==> config.mk <==
export PLATFORM = sky130hd
export DESIGN_NAME = axi_lite_mem_resp
export DESIGN_NICKNAME = d
export VERILOG_FILES = /design/src/rtl/axi_lite_mem_resp.sv
export SDC_FILE = /design/constraint.sdc
export NUM_CORES = 1
export LEC_CHECK = 0
export CAP_MARGIN = 5
export CORE_UTILIZATION = 49
export CTS_CLUSTER_SIZE = 8
export DETAILED_ROUTE_END_ITERATION = 10
export GPL_TIMING_DRIVEN = 0
export HOLD_SLACK_MARGIN = 0.12
export PLACE_DENSITY = 0.66
export SLEW_MARGIN = 20
export SYNTH_ARGS = -nofsm -noshare
export SYNTH_HDL_FRONTEND = slang
export SYNTH_SLANG_ARGS = --single-unit
==> constraint.sdc <==
create_clock -name clk_i -period 22 [get_ports clk_i]
set_clock_uncertainty 0.1 [all_clocks]
set_input_delay 4.4 -clock clk_i [delete_from_list [all_inputs] [get_ports clk_i]]
set_output_delay 4.4 -clock clk_i [all_outputs]
set_load 0.005 [all_outputs]
==> src/rtl/axi_lite_mem_resp.sv <==
// AXI4-Lite responder backed by a word-addressed register array.
// Independent single-cycle read and write paths with one-deep B/R slots.

package axi_lite_mem_resp_pkg;

    localparam int unsigned AW = 32;
    localparam int unsigned DW = 32;
    localparam int unsigned SW = DW / 8;

    typedef struct packed {
        logic [AW-1:0] addr;
        logic [2:0]    prot;
    } aw_chan_t;

    typedef struct packed {
        logic [DW-1:0] data;
        logic [SW-1:0] strb;
    } w_chan_t;

    typedef struct packed {
        logic [1:0] resp;
    } b_chan_t;

    typedef struct packed {
        logic [AW-1:0] addr;
        logic [2:0]    prot;
    } ar_chan_t;

    typedef struct packed {
        logic [DW-1:0] data;
        logic [1:0]    resp;
    } r_chan_t;

    typedef struct packed {
        aw_chan_t aw;
        logic     aw_valid;
        w_chan_t  w;
        logic     w_valid;
        logic     b_ready;
        ar_chan_t ar;
        logic     ar_valid;
        logic     r_ready;
    } axi_req_t;

    typedef struct packed {
        logic     aw_ready;
        logic     w_ready;
        b_chan_t  b;
        logic     b_valid;
        logic     ar_ready;
        r_chan_t  r;
        logic     r_valid;
    } axi_resp_t;

endpackage

module axi_lite_mem_resp
    import axi_lite_mem_resp_pkg::*;
#(
    parameter int unsigned          AddrWidth  = 32,
    parameter int unsigned          DataWidth  = 32,
    parameter int unsigned          NumWords   = 16,
    parameter logic [AddrWidth-1:0] BaseAddr   = '0,
    parameter type                  axi_req_t  = axi_lite_mem_resp_pkg::axi_req_t,
    parameter type                  axi_resp_t = axi_lite_mem_resp_pkg::axi_resp_t
) (
    input  logic      clk_i,
    input  logic      rst_i,
    input  axi_req_t  slv_req_i,
    output axi_resp_t slv_resp_o
);

    localparam int unsigned StrbW = DataWidth / 8;
    localparam int unsigned OffW  = $clog2(StrbW);
    localparam int unsigned IdxW  = (NumWords > 1) ? $clog2(NumWords) : 1;

    localparam logic [1:0] RespOkay   = 2'b00;
    localparam logic [1:0] RespSlvErr = 2'b10;

    typedef logic [AddrWidth-1:0] addr_t;
    typedef logic [DataWidth-1:0] data_t;

    function automatic logic is_hit(input addr_t a);
        addr_t off;
        addr_t idx;
        off = a - BaseAddr;
        idx = off >> OffW;
        return (a >= BaseAddr) && (idx < addr_t'(NumWords));
    endfunction

    function automatic logic [IdxW-1:0] word_idx(input addr_t a);
        addr_t off;
        off = a - BaseAddr;
        return IdxW'(off >> OffW);
    endfunction

    data_t           mem_q [NumWords];
    data_t           mem_d [NumWords];
    logic            b_valid_q, b_valid_d;
    logic [1:0]      b_resp_q, b_resp_d;
    logic            r_valid_q, r_valid_d;
    data_t           r_data_q, r_data_d;
    logic [1:0]      r_resp_q, r_resp_d;

    logic            wr_go, rd_go, ar_rdy;
    logic            wr_hit, rd_hit;
    logic [IdxW-1:0] wr_idx, rd_idx;

    assign wr_hit = is_hit(slv_req_i.aw.addr);
    assign rd_hit = is_hit(slv_req_i.ar.addr);
    assign wr_idx = word_idx(slv_req_i.aw.addr);
    assign rd_idx = word_idx(slv_req_i.ar.addr);

    // AW and W are joined; a free or draining B slot lets a write in
    assign wr_go  = !rst_i && slv_req_i.aw_valid && slv_req_i.w_valid
                    && (!b_valid_q || slv_req_i.b_ready);
    assign ar_rdy = !rst_i && (!r_valid_q || slv_req_i.r_ready);
    assign rd_go  = ar_rdy && slv_req_i.ar_valid;

    // Byte-lane merge of the accepted write into the array
    always_comb begin
        mem_d = mem_q;
        if (wr_go && wr_hit) begin
            for (int k = 0; k < StrbW; k++) begin
                if (slv_req_i.w.strb[k]) begin
                    mem_d[wr_idx][8*k +: 8] = slv_req_i.w.data[8*k +: 8];
                end
            end
        end
    end

    // Array storage, cleared on reset
    always_ff @(posedge clk_i or posedge rst_i) begin
        if (rst_i) begin
            for (int i = 0; i < NumWords; i++) begin
                mem_q[i] <= '0;
            end
        end else begin
            mem_q <= mem_d;
        end
    end

    // B and R slot next state; read sees pre-write array contents
    always_comb begin
        b_valid_d = b_valid_q;
        b_resp_d  = b_resp_q;
        r_valid_d = r_valid_q;
        r_data_d  = r_data_q;
        r_resp_d  = r_resp_q;
        if (wr_go) begin
            b_valid_d = 1'b1;
            b_resp_d  = wr_hit ? RespOkay : RespSlvErr;
        end else if (slv_req_i.b_ready) begin
            b_valid_d = 1'b0;
        end
        if (rd_go) begin
            r_valid_d = 1'b1;
            r_data_d  = rd_hit ? mem_q[rd_idx] : '0;
            r_resp_d  = rd_hit ? RespOkay : RespSlvErr;
        end else if (slv_req_i.r_ready) begin
            r_valid_d = 1'b0;
        end
    end

    // B and R slot registers
    always_ff @(posedge clk_i or posedge rst_i) begin
        if (rst_i) begin
            b_valid_q <= 1'b0;
            b_resp_q  <= '0;
            r_valid_q <= 1'b0;
            r_data_q  <= '0;
            r_resp_q  <= '0;
        end else begin
            b_valid_q <= b_valid_d;
            b_resp_q  <= b_resp_d;
            r_valid_q <= r_valid_d;
            r_data_q  <= r_data_d;
            r_resp_q  <= r_resp_d;
        end
    end

    // Response struct assembly
    always_comb begin
        slv_resp_o          = '0;
        slv_resp_o.aw_ready = wr_go;
        slv_resp_o.w_ready  = wr_go;
        slv_resp_o.b_valid  = b_valid_q;
        slv_resp_o.b.resp   = b_resp_q;
        slv_resp_o.ar_ready = ar_rdy;
        slv_resp_o.r_valid  = r_valid_q;
        slv_resp_o.r.data   = r_data_q;
        slv_resp_o.r.resp   = r_resp_q;
    end

endmodule
==> impl_metrics.py <==
metrics = {
    "outcome": {
        "status": "completed",
    },
    "synth": {
        "synthXorXnorAreaFrac_pct": 0,
        "ys.warnings.count": 0,
        "yosys.area.top_type_share_pct": 51.2,
        "synthTopCellsByArea": "dfrtp_1 (51%), mux2_2 (15%), mux2_1 (8.6%), mux2i_1 (6.0%), mux2_4 (2.7%)",
        "synth.distinct_cells": 44,
        "yosysTopAreaCell": "dfrtp_1",
        "syn-instance-count": 2012,
        "synthMuxAreaShare_pct": 32.2,
        "ys_ff_latch": 548,
        "avgSynthCellArea_um2": 13.3,
        "netlist_area_um2": 26800,
        "synth_top_family_by_area": "multiplexers",
        "ys_seq_area_share_pct": 51.2,
        "synthAdderAreaFrac_pct": 0,
        "synthSimpleGateAreaFrac_pct": 6.87,
        "synth-compound-area-share_pct": 6.35,
    },
    "clock_network": {
        "root_buffer": "clkbuf_16",
        "clock_sinks": 548,
        "cts_max_level": 3,
        "clk_path_buf_depth": 3,
        "cts_tree": "yes",
        "cts_buffers": 78,
        "path_clk_slew_ns": 0.04,
        "cts_resized": 0,
        "postCtsSetupRepairBufs": 0,
        "clkLatencyLatePin_ns": 0.61,
        "cts_hold_buffers": 0,
    },
    "placement": {
        "gp_congestion": 0.845,
        "dp_hpwl_mm": 51.5,
        "placed_cells": 2854,
        "pre_cts_slack_ns": 10.60,
        "port_buffers": 139,
    },
    "worst_setup_path": {
        "crit_chain": "clkdlybuf4s50_1 -> and3b_1 -> buf_2 -> and2_1 -> buf_2 -> buf_2 -> buf_4 -> clkdlybuf4s50_1",
        "path_class": "in2out",
        "cp.required_ns": 17.50,
        "critPathLaunchType": "input port",
        "path_common_cell": "buf_2",
        "crit_family": "buffers and inverters",
        "path_buf_inv": 6,
        "cpPeakStageDelay_ns": 0.57,
        "slowest_stage": "clkdlybuf4s50_1",
        "worst_ep_arrival_time_ns": 6.94,
        "path_max_fanout": 11,
        "end_kind": "output port",
    },
    "sta": {
        "timing.final.crit_share_pct": 52.0,
        "worst_pin_slew_ns": 1.16,
        "setup_ws_ns": 10.56,
        "finalCriticalPeriod_ns": 11.44,
        "finalHoldViolations": 0,
        "rsz0062_at_grt": "false",
        "fin_tns_setup_ns": 0,
        "fmaxAchievable_mhz": 87.4,
        "slew_violations": 0,
        "slew_headroom_pct": 22.9,
        "setup_violations": 0,
    },
    "pwr": {
        "p_leak_nw": 15.8,
        "power_density_nw_per_um2": 70.3,
        "vdd_drop_max_mv": 0.0452,
        "power_mw": 2.20,
    },
    "cells_and_area": {
        "post-route-util_pct": 58.0,
        "diodes": 0,
        "final_cells": 2936,
        "fin_nets": 2351,
        "area_growth_syn_to_layout_pct": 16.8,
        "drive_gt1_share_pct": 27.4,
    },
    "floorplanning": {
        "core_um2": 53900,
        "start_util_pct": 49.6,
        "fp-row-count": 85,
        "die_h_um": 236,
        "die_area_um2": 55500,
        "ios": 154,
        "die_w_um": 236,
    },
    "global_route": {
        "grt_max_degree": 112,
        "grt-ovfl-total": 0,
        "grt_usage_pct": 28.1,
        "antenna_found_initial": 0,
        "grt_pass1_vias": 19200,
        "grt_pass1_wl_mm": 117,
    },
    "routing": {
        "drt_iter0_drc": 1345,
        "dr.pass1.iters": 5,
        "wl_mm": 76.6,
        "drc_errors": 0,
        "wire_per_inst_um": 26.1,
        "viasPerCell": 6.17,
        "ant_nets": 0,
        "vias": 18100,
    },
    "job": {
        "max_cap_violations": 0,
    },
    "hold_path": {
        "hp-class": "reg2reg",
    },
}
==> synth_stat cells <==
cell / n
mux2_2: 355
and3_2: 1
buf_1: 8
and4bb_2: 6
and2_1: 1
o211ai_1: 32
o211a_1: 32
or3_1: 33
nand4_1: 78
o21ai_0: 33
nor2_1: 25
nor2b_1: 2
mux2i_1: 160
nand3_2: 1
clkbuf_1: 106
nor3_4: 10
nand3_1: 1
o221ai_1: 32
nor4b_1: 2
and3b_1: 1
nor3_2: 1
nor4b_2: 2
nor4_2: 5
and4_1: 2
or2_2: 1
a31oi_1: 1
inv_1: 6
nor4_1: 8
mux2_4: 48
dfrtp_1: 548
o22a_1: 32
nand2_1: 66
nand4_2: 20
buf_4: 9
nor3_1: 1
buf_6: 2
conb_1: 1
nand4b_1: 4
o31ai_1: 32
a21oi_1: 33
buf_2: 59
nand2b_1: 5
buf_12: 2
mux2_1: 205
==> final timing paths <==
kind / from / endpoint / slack (ns) / cells past startpoint
setup / recovery: rst_i / slv_resp_o[40] / 10.56 / 8
hold / removal: mem_q[350] / mem_q[350] / 0.38 / 1
setup reg to reg: r_valid_q / r_data_q[12] / 18.85 / 6
hold reg to reg: mem_q[350] / mem_q[350] / 0.38 / 1
max in group asynchronous: rst_i / mem_q[205] / 15.80 / 5
min in group asynchronous: rst_i / mem_q[383] / 4.25 / 2
==> routing by layer <==
layer | track usage, % | vias to the layer above | wire, um
li1 | - | 7925 | -
met1 | 38.1 | 9428 | 32900
met2 | 44.3 | 597 | 35600
met3 | 5.24 | 151 | 5230
met4 | 12.3 | 0 | 2860
met5 | 0 | - | 0
==> cell families after synthesis <==
logic type             Yosys count
other                            1
AND/OR/NAND/NOR                276
flip-flops                     548
AO/OA/AOI/OAI                  227
buffers and inverters          192
multiplexers                   768
==> metrics by stage <==
stage	hold slack [ns]	instance area, um^2
detailed placement	0.375	29200
global route	0.393	31300
CTS	0.384	31300
floorplan	0.352	26800
global placement	0.363	29000
finish	0.380	31300
==> flip-flops by register name (all words and copies together), names as in the netlist <==
signal and flops:
mem_q 512, r_data_q 32, r_resp_q 1, b_resp_q 1, r_valid_q 1, b_valid_q 1
==> layout make-up <==
| cell class | instances | area, um^2 |
|---|---|---|
| timing repair buffer | 145 | 1560 |
| buffer | 186 | 856 |
| fill | 4338 | 22700 |
| clock inverter | 1 | 30.0 |
| multi-input combinational | 1273 | 12200 |
| sequential | 548 | 13700 |
| clock buffer | 81 | 2030 |
| inverter | 6 | 30.0 |
| tap | 696 | 871 |
==> where the power goes <==
group | internal (mW) | switching (mW)
clock | 0.651 | 0.406
combinational | 0.0408 | 0.0890
sequential | 1.01 | 0.000309
==> placed cells by master, fill, tap and decap left out, drive strengths merged, types with 2 or more instances in the layout <==
| cell type | instances |
|---|---|
| nand2b | 5 |
| buf | 86 |
| o211a | 32 |
| and4bb | 6 |
| or3 | 33 |
| nor3 | 12 |
| nor2b | 2 |
| nor2 | 25 |
| clkdlybuf4s50 | 139 |
| nand4b | 4 |
| o211ai | 32 |
| nand4 | 98 |
| nand2 | 66 |
| mux2i | 160 |
| o221ai | 32 |
| nor4b | 4 |
| a21oi | 33 |
| o31ai | 32 |
| clkbuf | 187 |
| conb | 2 |
| mux2 | 608 |
| o21ai | 33 |
| o22a | 32 |
| nand3 | 2 |
| inv | 6 |
| dfrtp | 548 |
| nor4 | 13 |
| and4 | 2 |
No activity file was read; power rests on OpenSTA's default activity.
